===== src/rtl/adder_arb_pkg.sv =====
// Shared types and the round-robin search helper for the adder arbiter and
// other shared-unit arbiters.
package adder_arb_pkg;

    localparam int ADD_W   = 64;
    localparam int MAX_REQ = 16;

    typedef enum logic {
        UNLOCKED = 1'b0,
        LOCKED   = 1'b1
    } lock_state_e;

    // Returns {found, index} of the first set bit of valid, searching cyclically from ptr.
    function automatic logic [4:0] rr_next(input logic [3:0]  ptr,
                                           input logic [15:0] valid,
                                           input logic [4:0]  nreq);
        logic [4:0] res;
        logic [4:0] idx;
        res = '0;
        for (int k = 0; k < MAX_REQ; k++) begin
            idx = {1'b0, ptr} + 5'(k);
            if (idx >= nreq) begin
                idx = idx - nreq;
            end
            if ((5'(k) < nreq) && !res[4] && valid[idx[3:0]]) begin
                res = {1'b1, idx[3:0]};
            end
        end
        return res;
    endfunction

endpackage


===== src/rtl/adder_64.sv =====
// 64-bit carry-select adder: the upper half is precomputed for both carries
// and selected by the lower half's carry-out.
module adder_64
    import adder_arb_pkg::*;
(
    input  logic [ADD_W-1:0] in1,
    input  logic [ADD_W-1:0] in2,
    input  logic             cin,
    output logic [ADD_W-1:0] sum,
    output logic             cout
);

    localparam int H = ADD_W / 2;

    logic [H:0] lo;
    logic [H:0] hi0;
    logic [H:0] hi1;

    always_comb begin
        lo   = {1'b0, in1[H-1:0]} + {1'b0, in2[H-1:0]} + {{H{1'b0}}, cin};
        hi0  = {1'b0, in1[ADD_W-1:H]} + {1'b0, in2[ADD_W-1:H]};
        hi1  = {1'b0, in1[ADD_W-1:H]} + {1'b0, in2[ADD_W-1:H]} + {{H{1'b0}}, 1'b1};
        sum  = {(lo[H] ? hi1[H-1:0] : hi0[H-1:0]), lo[H-1:0]};
        cout = lo[H] ? hi1[H] : hi0[H];
    end

endmodule


===== src/rtl/rr_pick.sv =====
// Combinational round-robin picker: one-hot grant plus encoded index, with an
// optional mask that restricts the choice to a single requester.
module rr_pick
    import adder_arb_pkg::*;
#(
    parameter int NREQ = 4,
    parameter int ID_W = $clog2(NREQ)
) (
    input  logic [NREQ-1:0] valid,
    input  logic [ID_W-1:0] ptr,
    input  logic            mask_en,
    input  logic [ID_W-1:0] mask_id,
    output logic [NREQ-1:0] grant,
    output logic [ID_W-1:0] grant_id
);

    logic [NREQ-1:0] eff;
    logic [4:0]      pick;

    always_comb begin
        eff = valid;
        if (mask_en) begin
            eff = valid & (NREQ'(1) << mask_id);
        end
        pick     = rr_next(4'(ptr), 16'(eff), 5'(NREQ));
        grant_id = pick[ID_W-1:0];
        grant    = pick[4] ? (NREQ'(1) << pick[3:0]) : '0;
    end

endmodule


===== src/rtl/adder_64_arbiter.sv =====
// Round-robin arbiter sharing one adder_64 among NREQ requesters, with a
// registered response channel. Define ADDER_ARB_LOCK_EN for multi-word locked adds.
module adder_64_arbiter
    import adder_arb_pkg::*;
#(
    parameter int NREQ = 4
) (
    input  logic                     clk,
    input  logic                     rst_n,
    input  logic [NREQ-1:0]          req_valid,
    output logic [NREQ-1:0]          req_ready,
    input  logic [NREQ*64-1:0]       req_in1,
    input  logic [NREQ*64-1:0]       req_in2,
    input  logic [NREQ-1:0]          req_cin,
    input  logic [NREQ-1:0]          req_last,
    output logic                     rsp_valid,
    input  logic                     rsp_ready,
    output logic [63:0]              rsp_sum,
    output logic                     rsp_cout,
    output logic [$clog2(NREQ)-1:0]  rsp_id
);

    localparam int ID_W = $clog2(NREQ);

    // Handshake: a beat moves when valid && ready; req_ready never depends on
    // req_valid of the same requester beyond the grant search, rsp holds while !rsp_ready.
    logic [ID_W-1:0]  ptr_q, ptr_d;
    logic             rsp_valid_q, rsp_valid_d;
    logic [ADD_W-1:0] rsp_sum_q, rsp_sum_d;
    logic             rsp_cout_q, rsp_cout_d;
    logic [ID_W-1:0]  rsp_id_q, rsp_id_d;

    logic [NREQ-1:0]  grant;
    logic [ID_W-1:0]  grant_id;
    logic             free, xfer;
    logic             mask_en, use_carry, carry_val;
    logic [ID_W-1:0]  mask_id;
    logic [ADD_W-1:0] add_a, add_b, add_sum;
    logic             add_cin, add_cout;

`ifdef ADDER_ARB_LOCK_EN
    lock_state_e     state_q, state_d;
    logic [ID_W-1:0] lock_id_q, lock_id_d;
    logic            carry_q, carry_d;

    always_ff @(posedge clk) begin
        if (!rst_n) begin
            state_q   <= UNLOCKED;
            lock_id_q <= '0;
            carry_q   <= 1'b0;
        end else begin
            state_q   <= state_d;
            lock_id_q <= lock_id_d;
            carry_q   <= carry_d;
        end
    end

    always_comb begin
        state_d   = state_q;
        lock_id_d = lock_id_q;
        carry_d   = carry_q;
        if (xfer) begin
            carry_d = add_cout;
            case (state_q)
                UNLOCKED: if (!req_last[grant_id]) begin
                    state_d   = LOCKED;
                    lock_id_d = grant_id;
                end
                LOCKED:   if (req_last[grant_id]) begin
                    state_d = UNLOCKED;
                end
                default:  state_d = UNLOCKED;
            endcase
        end
    end

    always_comb begin
        mask_en   = (state_q == LOCKED);
        use_carry = (state_q == LOCKED);
        mask_id   = lock_id_q;
        carry_val = carry_q;
    end
`else
    logic unused_last;
    assign unused_last = ^req_last;

    always_comb begin
        mask_en   = 1'b0;
        use_carry = 1'b0;
        mask_id   = '0;
        carry_val = 1'b0;
    end
`endif

    rr_pick #(.NREQ(NREQ), .ID_W(ID_W)) u_pick (
        .valid    (req_valid),
        .ptr      (ptr_q),
        .mask_en  (mask_en),
        .mask_id  (mask_id),
        .grant    (grant),
        .grant_id (grant_id)
    );

    adder_64 u_add (
        .in1  (add_a),
        .in2  (add_b),
        .cin  (add_cin),
        .sum  (add_sum),
        .cout (add_cout)
    );

    always_comb begin
        free      = !rsp_valid_q || rsp_ready;
        req_ready = (free && rst_n) ? grant : '0;
        xfer      = |(req_valid & req_ready);
        add_a     = req_in1[grant_id*ADD_W +: ADD_W];
        add_b     = req_in2[grant_id*ADD_W +: ADD_W];
        add_cin   = use_carry ? carry_val : req_cin[grant_id];
    end

    always_comb begin
        rsp_valid_d = rsp_valid_q;
        rsp_sum_d   = rsp_sum_q;
        rsp_cout_d  = rsp_cout_q;
        rsp_id_d    = rsp_id_q;
        ptr_d       = ptr_q;
        if (xfer) begin
            rsp_valid_d = 1'b1;
            rsp_sum_d   = add_sum;
            rsp_cout_d  = add_cout;
            rsp_id_d    = grant_id;
            ptr_d       = (grant_id == ID_W'(NREQ - 1)) ? '0 : grant_id + ID_W'(1);
        end else if (rsp_ready) begin
            rsp_valid_d = 1'b0;
        end
    end

    always_ff @(posedge clk) begin
        if (!rst_n) begin
            ptr_q       <= '0;
            rsp_valid_q <= 1'b0;
            rsp_sum_q   <= '0;
            rsp_cout_q  <= 1'b0;
            rsp_id_q    <= '0;
        end else begin
            ptr_q       <= ptr_d;
            rsp_valid_q <= rsp_valid_d;
            rsp_sum_q   <= rsp_sum_d;
            rsp_cout_q  <= rsp_cout_d;
            rsp_id_q    <= rsp_id_d;
        end
    end

    assign rsp_valid = rsp_valid_q;
    assign rsp_sum   = rsp_sum_q;
    assign rsp_cout  = rsp_cout_q;
    assign rsp_id    = rsp_id_q;

endmodule

===== config.mk =====
export PLATFORM = sky130hd
export DESIGN_NAME = adder_64_arbiter
export DESIGN_NICKNAME = d
export VERILOG_FILES = /design/src/rtl/adder_arb_pkg.sv /design/src/rtl/adder_64.sv /design/src/rtl/rr_pick.sv /design/src/rtl/adder_64_arbiter.sv
export SDC_FILE = /design/constraint.sdc
export NUM_CORES = 1
export LEC_CHECK = 0
export CORE_AREA = 2 2 234 236
export DETAILED_ROUTE_END_ITERATION = 8
export DIE_AREA = 0 0 236 238
export PLACE_DENSITY = 0.58
export SLEW_MARGIN = 0
export SYNTH_ARGS = -nofsm -noshare
export SYNTH_HDL_FRONTEND = slang
export SYNTH_SLANG_ARGS = --single-unit

===== constraint.sdc =====
create_clock -name clk -period 14.1 [get_ports clk]
set_clock_uncertainty 0.15 [all_clocks]
set_input_delay 2.115 -clock clk [delete_from_list [all_inputs] [get_ports clk]]
set_output_delay 2.115 -clock clk [all_outputs]
set_load 0.02 [all_outputs]

# Word-level counts from Yosys, hierarchy flattened
# Index checks and enable logic that the tools add are counted.
word_totals:
  reg_bits: 70
  latch_bits: 0
  mem_bits_rw: 0
  mem_bits_ro: 0
  in_bits: 527
  output_inout_bits: 72
  n_memories: 0
classes:
  n_addsub: 12
  mul: 0
  n_div: 0
  order_cmp: 9
  eq_ne: 1
  shift: 3
  mux: 25
  bitwise: 1
  reduce_logical: 11
ops:
  columns: ["cell", "n"]
  rows:
  - ["$shiftx 256x9->64", 2]
  - ["$add 32x32->33", 2]
  - ["$add 33x1->33", 1]
  - ["$add 33x1->33 const B", 1]
  - ["$mux 32", 1]
  - ["$mux 4", 6]
  - ["$lt 4x5->1 const B", 4]
  - ["$mux 5", 4]
  - ["$bmux 1 s4", 4]
  - ["$ge 5x3->1 const B", 3]
  - ["$sub 4x3->4 const B", 3]
  - ["$mux 1", 8]
  - ["$add 2x2->3 const B", 2]
  - ["$and 4x4->4", 1]
  - ["$logic_and 1x1->1", 4]
  - ["$logic_not 1->1", 4]
  - ["$reduce_or 4->1", 1]
  - ["$shl 1x4->4 const A", 1]
  - ["$sub 2x3->4 const B", 1]
  - ["$add 2x1->3 const B", 1]
  - ["$ge 2x3->1 const B", 1]
  - ["$lt 2x3->1 const B", 1]
  - ["$add 2x1->2 const B", 1]
  - ["$bmux 1 s2", 1]
  - ["4 further kinds", 4]

# Logic depth before layout (Yosys ltp)
# Gate-level depths: netlist (run 1).
depth:
  ltp_word: 20
  ltp_mapped: 28
  depth_no_buf: 24

# Modules after synthesis
# A second synthesis (run 1) with hierarchy kept.
hier_totals:
  hier_cells: 1129
  hier_area_um2: 10622.7
modules_own_cells:
  columns: ["mod", "instances", "cells_each", "area_each_um2", "seq_area_each_um2"]
  rows:
  - ["adder_64_arbiter", 1, 463, 5860.6, 1401.3]
  - ["adder_64", 1, 620, 4399.2, 0.0]
  - ["rr_pick", 1, 46, 362.8, 0.0]

# Worst setup path before layout (run 1)
# OpenSTA, ideal clock, no wires.
synth_path:
  path_type: "input-to-reg"
  start: "in req_valid[0]"
  end: "reg rsp_cout_q, in the netlist rsp_cout"
  setup_time_ps: 87
  t_arrival_ps: 7389
  required_time_ps: 13863
  path_slack_ps: 6474
  path_stages: 25
  cell_sequence: "mux4_2 > nand2_1 > nor3_1 > a21oi_1 > nor2_1 > nor4_1 > clkbuf_1 > clkbuf_1 > clkbuf_1 > a211oi_1 > a31oi_1 > fa_1 > inv_1 > fa_1 > nand2b_1 > a211oi_2 > o311ai_0 > a21oi_1 > a41oi_1 > o31a_2 > clkbuf_8 > nor3_4 > nand2_2 > o31a_1 > o31ai_1"
synth_between:
  elab_chain_cells: 17
  elab_cells_between_ends: 32
  classes_between: "4 x add/sub; 3 x shift; 17 x mux; 1 x bitwise; 7 x reduce/logical"
synth_lines:
  columns: ["element", "line_no", "text"]
  rows:
  - ["from (decl)", "adder_64_arbiter.sv:10", "input logic [NREQ-1:0] req_valid,"]
  - ["branches (longest 17 deep; another with $mux 5)", null, null]
  - ["to (signal assigned)", "adder_64_arbiter.sv:149", "rsp_cout_q <= rsp_cout_d;"]
  - ["to (decl)", "adder_64_arbiter.sv:30", "logic rsp_cout_q, rsp_cout_d;"]
# Several ways; the timed one is not identified. The select of a mux whose other input is x is not followed.
# A chain may end at the register's enable or synchronous reset.

# Worst setup path in the final report (run 1)
layout_path:
  start: "in req_valid[1]"
  end: "reg rsp_cout_q, in the netlist rsp_cout"
# Same word-level chain as after synthesis.

==> results of run 1 <==
[path summary, 6_finish.rpt]
kind         cells past startpoint  slack [ps]         end    startpoint
min                              2         300  rsp_sum[7]    rsp_sum[7]
max                             22        4770    rsp_cout  req_valid[1]
max reg2reg                     23        5870    rsp_cout      ptr_q[0]
min reg2reg                      2         300  rsp_sum[7]    rsp_sum[7]
[flip-flops by register name (all words and copies together) (netlist names)]
register / cells
rsp_sum: 64
rsp_cout: 1
ptr_q: 2
rsp_id: 2
rsp_valid: 1
[through the flow]
stage | cells | util
6_report | 2849 | 0.3296
5_1_grt | 2849 | 0.3296
4_1_cts | 2848 | 0.3296
3_5_place_dp | 2832 | 0.3240
3_3_place_gp | 2832 | 0.3240
2_1_floorplan | 1655 | -
[metal layers]
metal	global-route usage	up-vias	routed length, um
met3	0.02973	65	3321
met5	0	-	9
met4	0.05597	2	1544
met1	0.2714	6586	26880
li1	-	7014	-
met2	0.3123	507	25760
[cell type report]
class | count | area (sq um)
antenna | 1 | 2.502
clock buffer | 9 | 225.2
clock inverter | 7 | 75.07
fill | 5792 | 35860
inverter | 22 | 82.58
multi-input combinational | 1439 | 8910
sequential | 70 | 1401
tap | 696 | 870.8
timing repair buffer | 605 | 6066
[cells in the mapped netlist (all sizes together) (3+ instances only)]
master | n | area share
nand2 | 386 | 0.13
a211oi | 165 | 0.12
and2 | 141 | 0.081
a31oi | 132 | 0.076
clkbuf | 117 | 0.048
a21oi | 107 | 0.050
dfxtp | 70 | 0.13
nor2 | 69 | 0.024
ha | 67 | 0.077
o21ai | 62 | 0.029
xnor2 | 45 | 0.036
nand3 | 31 | 0.015
xor2 | 28 | 0.022
a21o | 27 | 0.019
nor3 | 23 | 0.013
inv | 22 | 0.0076
nand4 | 18 | 0.012
o21bai | 10 | 0.0069
and3 | 9 | 0.0053
nand2b | 9 | 0.0052
o211ai | 8 | 0.0064
buf | 7 | 0.0041
mux2i | 6 | 0.0055
nand3b | 6 | 0.0041
nor4 | 5 | 0.0042
o2111ai | 5 | 0.0040
o311ai | 5 | 0.0040
o31ai | 5 | 0.0039
a2111oi | 4 | 0.0049
a41oi | 4 | 0.0032
nor2b | 4 | 0.0023
nor3b | 4 | 0.0038
o31a | 4 | 0.0033
or2 | 4 | 0.0023
or3 | 4 | 0.0023
a22oi | 3 | 0.0021
fa | 3 | 0.0055
or4 | 3 | 0.0021
[tightest hold or removal path: stages (launching register included)]
cell and delay, ps:
dfxtp_1 310, nand2_1 50, a21oi_1 50
[cells by family (layout without fill, tap and decap cells)]
kind of cell	count (synthesis)	count (layout)	synth area share
AO/OA/AOI/OAI	565	565	0.3490
XOR/XNOR	73	73	0.05849
adder cells (fa/ha/maj)	70	70	0.08218
buffers and inverters	146	643	0.05940
flip-flops	70	70	0.1282
multiplexers	8	8	0.008584
other	0	1	0
AND/OR/NAND/NOR	723	723	0.3142
==> flow_summary.json, run 1 <==
{
  "crit_arrival_ps": 9420,
  "htreeDepth": 3,
  "holdWs_ps": 298.2,
  "pre_cts_ws_ps": 4579,
  "synth.ff_latch_count": 70,
  "grt_first_pass_wirelength_um": 84460,
  "worstPathRequired_ps": 14190,
  "wirelength_um": 57510,
  "synthArstFlopShare": 0,
  "grt_use_total": 0.1956,
  "drive_above_1_share": 0.03253,
  "min_path_type": "register to register",
  "synth.distinct_cells": 85,
  "ys_seq_area_frac": 0.1282,
  "cts_setup_buffers": 0,
  "final_cell_mix": "594 x clkdlybuf4s50_1, 385 x nand2_1, 160 x a211oi_1",
  "status": "finished, final reports clean",
  "fin_tns_setup_ps": 0,
  "cts_tree": "done",
  "wire_per_inst_um": 20.19,
  "synth_area_sq_um": 10930,
  "rsz0062_at_grt": "no",
  "cp-start-kind": "input pin",
  "syn_to_final_growth_pct": 61.30,
  "final_common_cell": "clkdlybuf4s50_1",
  "worst_pin_slew_ps": 1115,
  "worst-path-buf-inv": 3,
  "vias": 14174,
  "cts_resized": 0,
  "clock-root-buffer": "clkbuf_16",
  "fin_ws_ps": 4771,
  "initialDrtViolationCount": 1065,
  "slowest_stage": "buf_4",
  "pin_count": 599,
  "slew_violations": 0,
  "fp.dieW_um": 236,
  "via_per_inst": 4.975,
  "ys_warn_count": 0,
  "syn-num-nets": 2252,
  "antenna_found_initial": 9,
  "fin_nets": 2744,
  "grt_max_degree": 143,
  "firstDrtPassIters": 6,
  "syn_avg_cell_area_sq_um": 6.605,
  "clock-sinks": 70,
  "drv_cap": 0,
  "coreArea_sq_um": 53500,
  "critical_path_class": "input pin to register",
  "antenna_left": 0,
  "clockBufferDepth": 2,
  "cpLargestDelayFamily": "compound AO/OA/AOI/OAI gates",
  "clock.fmax_ghz": 0.1072,
  "crit_fanout": 69,
  "synth-edff-count": 0,
  "grt_overflow": 0,
  "initial_core_util": 0.2044,
  "synth_cells": 1655,
  "period_needed_ps": 9329,
  "clock_latency_ps": 330,
  "postLayoutCellArea_sq_um": 17630,
  "grt_pass1_vias": 13730,
  "setup_viol": 0,
  "place_hpwl_um": 48470,
  "critPathCaptureType": "register",
  "synthFlopType": "dfxtp_1",
  "die_h_um": 238,
  "critPathMaxStageDelay_ps": 650,
  "slew_headroom": 0.2449,
  "io_buffer_count": 594,
  "die_area_sq_um": 56170,
  "post_dp_cell_area_sq_um": 17330,
  "clkTransAtPathRegs_ps": 60,
  "cts_made_buffers": 9,
  "hold_violations": 0,
  "finalCritPeriodShare": 0.6617,
  "gp_congestion": 0.9026,
  "drc": 0,
  "crit_chain": "clkdlybuf4s50_1 -> mux4_2 -> nand2_1 -> nor3_1 -> a21oi_1 -> nor2_1 -> nor4_2 -> buf_4 -> buf_4 -> a211oi_1 -> a31oi_1 -> ha_1 -> a21oi_1 -> o21ai_0 -> a211oi_2 -> o21ai_0 -> a211oi_1 -> xor2_1 -> nor4_1 -> nand3b_1 -> o31a_1 -> o31ai_1",
  "rows": 85,
  "holdBufCountCts": 0
}
Power of run 1 is not shown: default switching activity piles up to over one toggle a cycle in this logic, so the estimate is an artifact.
==> run 2: changes to the inputs <==
--- a/config.mk
+++ b/config.mk
@@ -8,7 +8,7 @@
 export CORE_AREA = 2 2 234 236
 export DETAILED_ROUTE_END_ITERATION = 8
 export DIE_AREA = 0 0 236 238
-export PLACE_DENSITY = 0.58
+export PLACE_DENSITY = 0.59
 export SLEW_MARGIN = 0
 export SYNTH_ARGS = -nofsm -noshare
 export SYNTH_HDL_FRONTEND = slang
==> constraint.sdc (replaced) <==
create_clock -name clk -period 7.5 [get_ports clk]
set_clock_uncertainty 0.15 [all_clocks]
set_input_delay 1.125 -clock clk [delete_from_list [all_inputs] [get_ports clk]]
set_output_delay 1.125 -clock clk [all_outputs]
set_load 0.02 [all_outputs]
==> run 2 against run 1 <==
Net effect:
- die area unchanged
- routed wire length is 5.0% higher
- largest cell class unchanged
- register-to-register slack worse by 5200 ps
- non-clock buffer count is 120 higher
==> flow_summary.json, run 2 (same netlist as run 1, synthesis figures left out) <==
{
  "status": "finished, final reports clean",
  "critPathCaptureType": "register",
  "coreArea_sq_um": 53500,
  "wire_per_inst_um": 20.35,
  "die_area_sq_um": 56170,
  "cts_made_buffers": 9,
  "slew_headroom": 0.2959,
  "die_h_um": 238,
  "postLayoutCellArea_sq_um": 18680,
  "hold_violations": 0,
  "place_hpwl_um": 51600,
  "via_per_inst": 4.947,
  "drc": 0,
  "fin_tns_setup_ps": 0,
  "pin_count": 599,
  "grt_max_degree": 89,
  "syn_to_final_growth_pct": 70.92,
  "dp_cells": 2952,
  "wirelength_um": 60390,
  "min_path_type": "register to register",
  "grt_pass1_vias": 13920,
  "fp.dieW_um": 236,
  "fin_cells": 2968,
  "clock-sinks": 70,
  "grt_first_pass_wirelength_um": 87410,
  "clkTransAtPathRegs_ps": 60,
  "crit_fanout": 32,
  "crit_arrival_ps": 7150,
  "worstPathRequired_ps": 7530,
  "setup_viol": 0,
  "initialDrtViolationCount": 1054,
  "cts_setup_buffers": 0,
  "holdWs_ps": 299.2,
  "holdBufCountCts": 0,
  "worst_pin_slew_ps": 1055,
  "drive_above_1_share": 0.08495,
  "antenna_found_initial": 9,
  "grt_use_total": 0.2027,
  "clock-root-buffer": "clkbuf_16",
  "finalCritPeriodShare": 0.9489,
  "drv_cap": 0,
  "clock.fmax_ghz": 0.1405,
  "period_needed_ps": 7116,
  "htreeDepth": 3,
  "largest_reg_flops": 64,
  "post_dp_cell_area_sq_um": 18330,
  "cts_resized": 0,
  "rsz0062_at_grt": "no",
  "fin_nets": 2864,
  "antenna_left": 0,
  "firstDrtPassIters": 5,
  "clock_latency_ps": 340,
  "slew_violations": 0,
  "cts_tree": "done",
  "gp_congestion": 0.9177,
  "final_common_cell": "clkdlybuf4s50_1",
  "grt_overflow": 0,
  "antenna_cells": 0,
  "clockBufferDepth": 2,
  "final_cell_mix": "594 x clkdlybuf4s50_1, 385 x nand2_1, 160 x a211oi_1",
  "io_buffer_count": 594,
  "critical_path_class": "input pin to register",
  "initial_core_util": 0.2044,
  "rows": 85,
  "cp-start-kind": "input pin",
  "vias": 14683
}
==> run 2: cell types whose count changed in the layout (fill, tap and decap cells not counted), sizes merged <==
cell	change
clkinvlp	-1
inv	+2
bufinv	+1
buf	+120
clkbuf	+1
clkinv	-3
diode	-1
==> run 2: critical path: stages <==
cell and delay (ps):
clkdlybuf4s50_1 450, mux4_2 480, nand2_1 90, nor3_1 50, a21oi_1 140, nor2_1 80
or4_4 580, buf_12 190, and2_1 200, a211oi_1 250, a31oi_1 90, buf_4 180
ha_1 220, fa_1 420, a211oi_2 310, o211ai_2 150, buf_4 180, a211oi_1 210
a2bb2oi_1 330, nor4b_2 250, buf_4 160, nand4_4 140, nor3_4 240, buf_4 180
nand3_1 90, xnor2_1 230, a21oi_1 100
==> run 2: through the flow <==
step,util,setup WS (ps)
global placement,0.3427,-118.1
finish,0.3493,383.6
detailed placement,0.3427,-78.23
global route,0.3493,13.62
CTS,0.3489,271.7
floorplan,-,863.8
==> run 2: final timing paths <==
kind	startpoint	to	slack [ps]	depth (start not counted)
worst max-delay path	req_valid[3]	rsp_sum[59]	380	27
worst min-delay path	rsp_sum[23]	rsp_sum[23]	300	2
worst max register to register	ptr_q[1]	rsp_sum[59]	670	28
worst min register to register	rsp_sum[23]	rsp_sum[23]	300	2
==> run 2: metal layers <==
metal | share of wire | GRT usage
met5 | 0.00022 | 0
met4 | 0.013 | 0.03127
met3 | 0.053 | 0.02487
met2 | 0.45 | 0.3323
met1 | 0.48 | 0.2879
==> run 2: cell type report <==
class,instances,area [sq um]
multi-input combinational,1439,8931
tap,696,870.8
inverter,22,82.58
timing repair buffer,725,7067
clock buffer,10,239.0
fill,5679,34810
clock inverter,6,92.59
sequential,70,1401
Power of run 2 is left out for the same reason.
==> run 3: changes to the inputs <==
--- a/config.mk
+++ b/config.mk
@@ -5,10 +5,11 @@
 export SDC_FILE = /design/constraint.sdc
 export NUM_CORES = 1
 export LEC_CHECK = 0
-export CORE_AREA = 2 2 234 236
+export CORE_AREA = 4 4 230 232
+export CTS_CLUSTER_SIZE = 16
 export DETAILED_ROUTE_END_ITERATION = 8
-export DIE_AREA = 0 0 236 238
-export PLACE_DENSITY = 0.59
+export DIE_AREA = 0 0 234 236
+export PLACE_DENSITY = 0.61
 export SLEW_MARGIN = 0
 export SYNTH_ARGS = -nofsm -noshare
 export SYNTH_HDL_FRONTEND = slang
==> run 3 against run 2 <==
Net effect:
- critical path depth down 3
- fmax shrank 0.14%
- flip-flop and latch count is the same
- critical endpoint is now rsp_cout
==> flow_summary.json, run 3 (same netlist as run 1, synthesis figures left out) <==
{
  "status": "finished, final reports clean",
  "drive_above_1_share": 0.07261,
  "die_area_sq_um": 55220,
  "die_h_um": 236,
  "clockBufferDepth": 2,
  "syn_to_final_growth_pct": 68.42,
  "final_cell_mix": "594 x clkdlybuf4s50_1, 385 x nand2_1, 159 x a211oi_1",
  "rsz0062_at_grt": "no",
  "critPathMaxStageDelay_ps": 610,
  "cts_resized": 0,
  "worst_pin_slew_ps": 1075,
  "rows": 83,
  "grt_use_total": 0.2039,
  "dp_cells": 2911,
  "crit_arrival_ps": 7240,
  "slowest_stage": "or4_4",
  "r2r_slack_ps": 640,
  "grt_max_degree": 57,
  "clock-root-buffer": "clkbuf_16",
  "clkTransAtPathRegs_ps": 50,
  "vias": 14639,
  "critPathCaptureType": "register",
  "fp.dieW_um": 234,
  "wirelength_um": 59630,
  "via_per_inst": 5.000,
  "largest_reg_flops": 64,
  "initialDrtViolationCount": 975,
  "initial_core_util": 0.2144,
  "cp-start-kind": "input pin",
  "grt_overflow": 0,
  "period_needed_ps": 7126,
  "worstPathRequired_ps": 7610,
  "crit_fanout": 50,
  "wire_per_inst_um": 20.37,
  "final_common_cell": "clkdlybuf4s50_1",
  "place_hpwl_um": 50840,
  "holdBufCountCts": 0,
  "setup_viol": 0,
  "clock_latency_ps": 350,
  "cts_tree": "done",
  "critical_path_class": "input pin to register",
  "antenna_found_initial": 10,
  "htreeDepth": 3,
  "cts_setup_buffers": 0,
  "min_path_type": "register to register",
  "fin_nets": 2839,
  "crit_chain": "clkdlybuf4s50_1 -> mux4_2 -> nand2_1 -> nor3_1 -> a21oi_1 -> nor2_1 -> or4_4 -> buf_12 -> buf_4 -> and2_1 -> a211oi_1 -> a31oi_1 -> ha_1 -> buf_4 -> nand4_1 -> a211oi_4 -> a21oi_1 -> o21ai_2 -> o31ai_1 -> xor2_1 -> nor4_1 -> nand3b_1 -> o31a_1 -> o31ai_1",
  "slew_headroom": 0.2744,
  "clock.fmax_ghz": 0.1403,
  "grt_first_pass_wirelength_um": 86530,
  "hold_violations": 0,
  "coreArea_sq_um": 50990,
  "grt_pass1_vias": 14094,
  "cts_made_buffers": 9,
  "pin_count": 599,
  "firstDrtPassIters": 6,
  "drc": 0,
  "io_buffer_count": 594,
  "drv_cap": 0,
  "finalCritPeriodShare": 0.9502,
  "fin_cells": 2928,
  "clock-sinks": 70,
  "slew_violations": 0,
  "gp_congestion": 0.9008,
  "antenna_left": 0
}
run 3: changes by cell type in the layout (fill, tap and decap cells not counted), moves of 2 or more:
cell	before	now
buf_4	120	95
diode_2	0	3
bufinv_16	2	0
clkbuf_8	1	3
clkinvlp_4	2	0
inv_6	2	0
run 3: per-stage QoR:
stage	util	instance area, sq um	setup slack, ps	hold slack, ps	setup TNS, ps
floorplan	-	10930	863.8	319.9	0
finish	0.3611	18410	373.5	299.6	0
detailed placement	0.3554	18120	-10.17	293.1	-10.17
global placement	0.3554	18120	4.292	290.7	0
CTS	0.3608	18400	318.1	301.2	0
global route	0.3610	18410	72.57	313.9	0
run 3: metal layers:
| layer | global-route usage | share of wire | vias to the layer above |
|---|---|---|---|
| met4 | 0.04339 | 0.018 | 4 |
| met1 | 0.2895 | 0.46 | 6766 |
| met2 | 0.3159 | 0.44 | 604 |
| met3 | 0.04481 | 0.076 | 48 |
| li1 | - | - | 7217 |
| met5 | 0 | 0.00045 | - |
run 3: final cells by class:
cell class	count	area (sq um)
Antenna cell	3	7.507
Clock buffer	13	270.3
Clock inverter	1	5.005
Fill cell	5354	32580
Inverter	22	82.58
Multi-Input combinational cell	1439	8915
Sequential cell	70	1401
Tap cell	680	850.8
Timing Repair Buffer	700	6879
run 3: final timing paths:
kind,startpoint,to,cells after the start
max,req_valid[0],rsp_cout,24
min reg2reg,rsp_sum[5],rsp_sum[5],2
max reg2reg,ptr_q[1],rsp_cout,25
min,rsp_sum[5],rsp_sum[5],2
run 3: worst max-delay path, delay by kind of cell:
| family | cells | cell delay, ps |
|---|---|---|
| buffers and inverters | 4 | 1030 |
| multiplexers | 1 | 480 |
| AO/OA/AOI/OAI | 9 | 2000 |
| adder cells (fa/ha/maj) | 1 | 360 |
| XOR/XNOR | 1 | 240 |
| AND/OR/NAND/NOR | 8 | 1930 |
Power of run 3 is left out for the same reason.
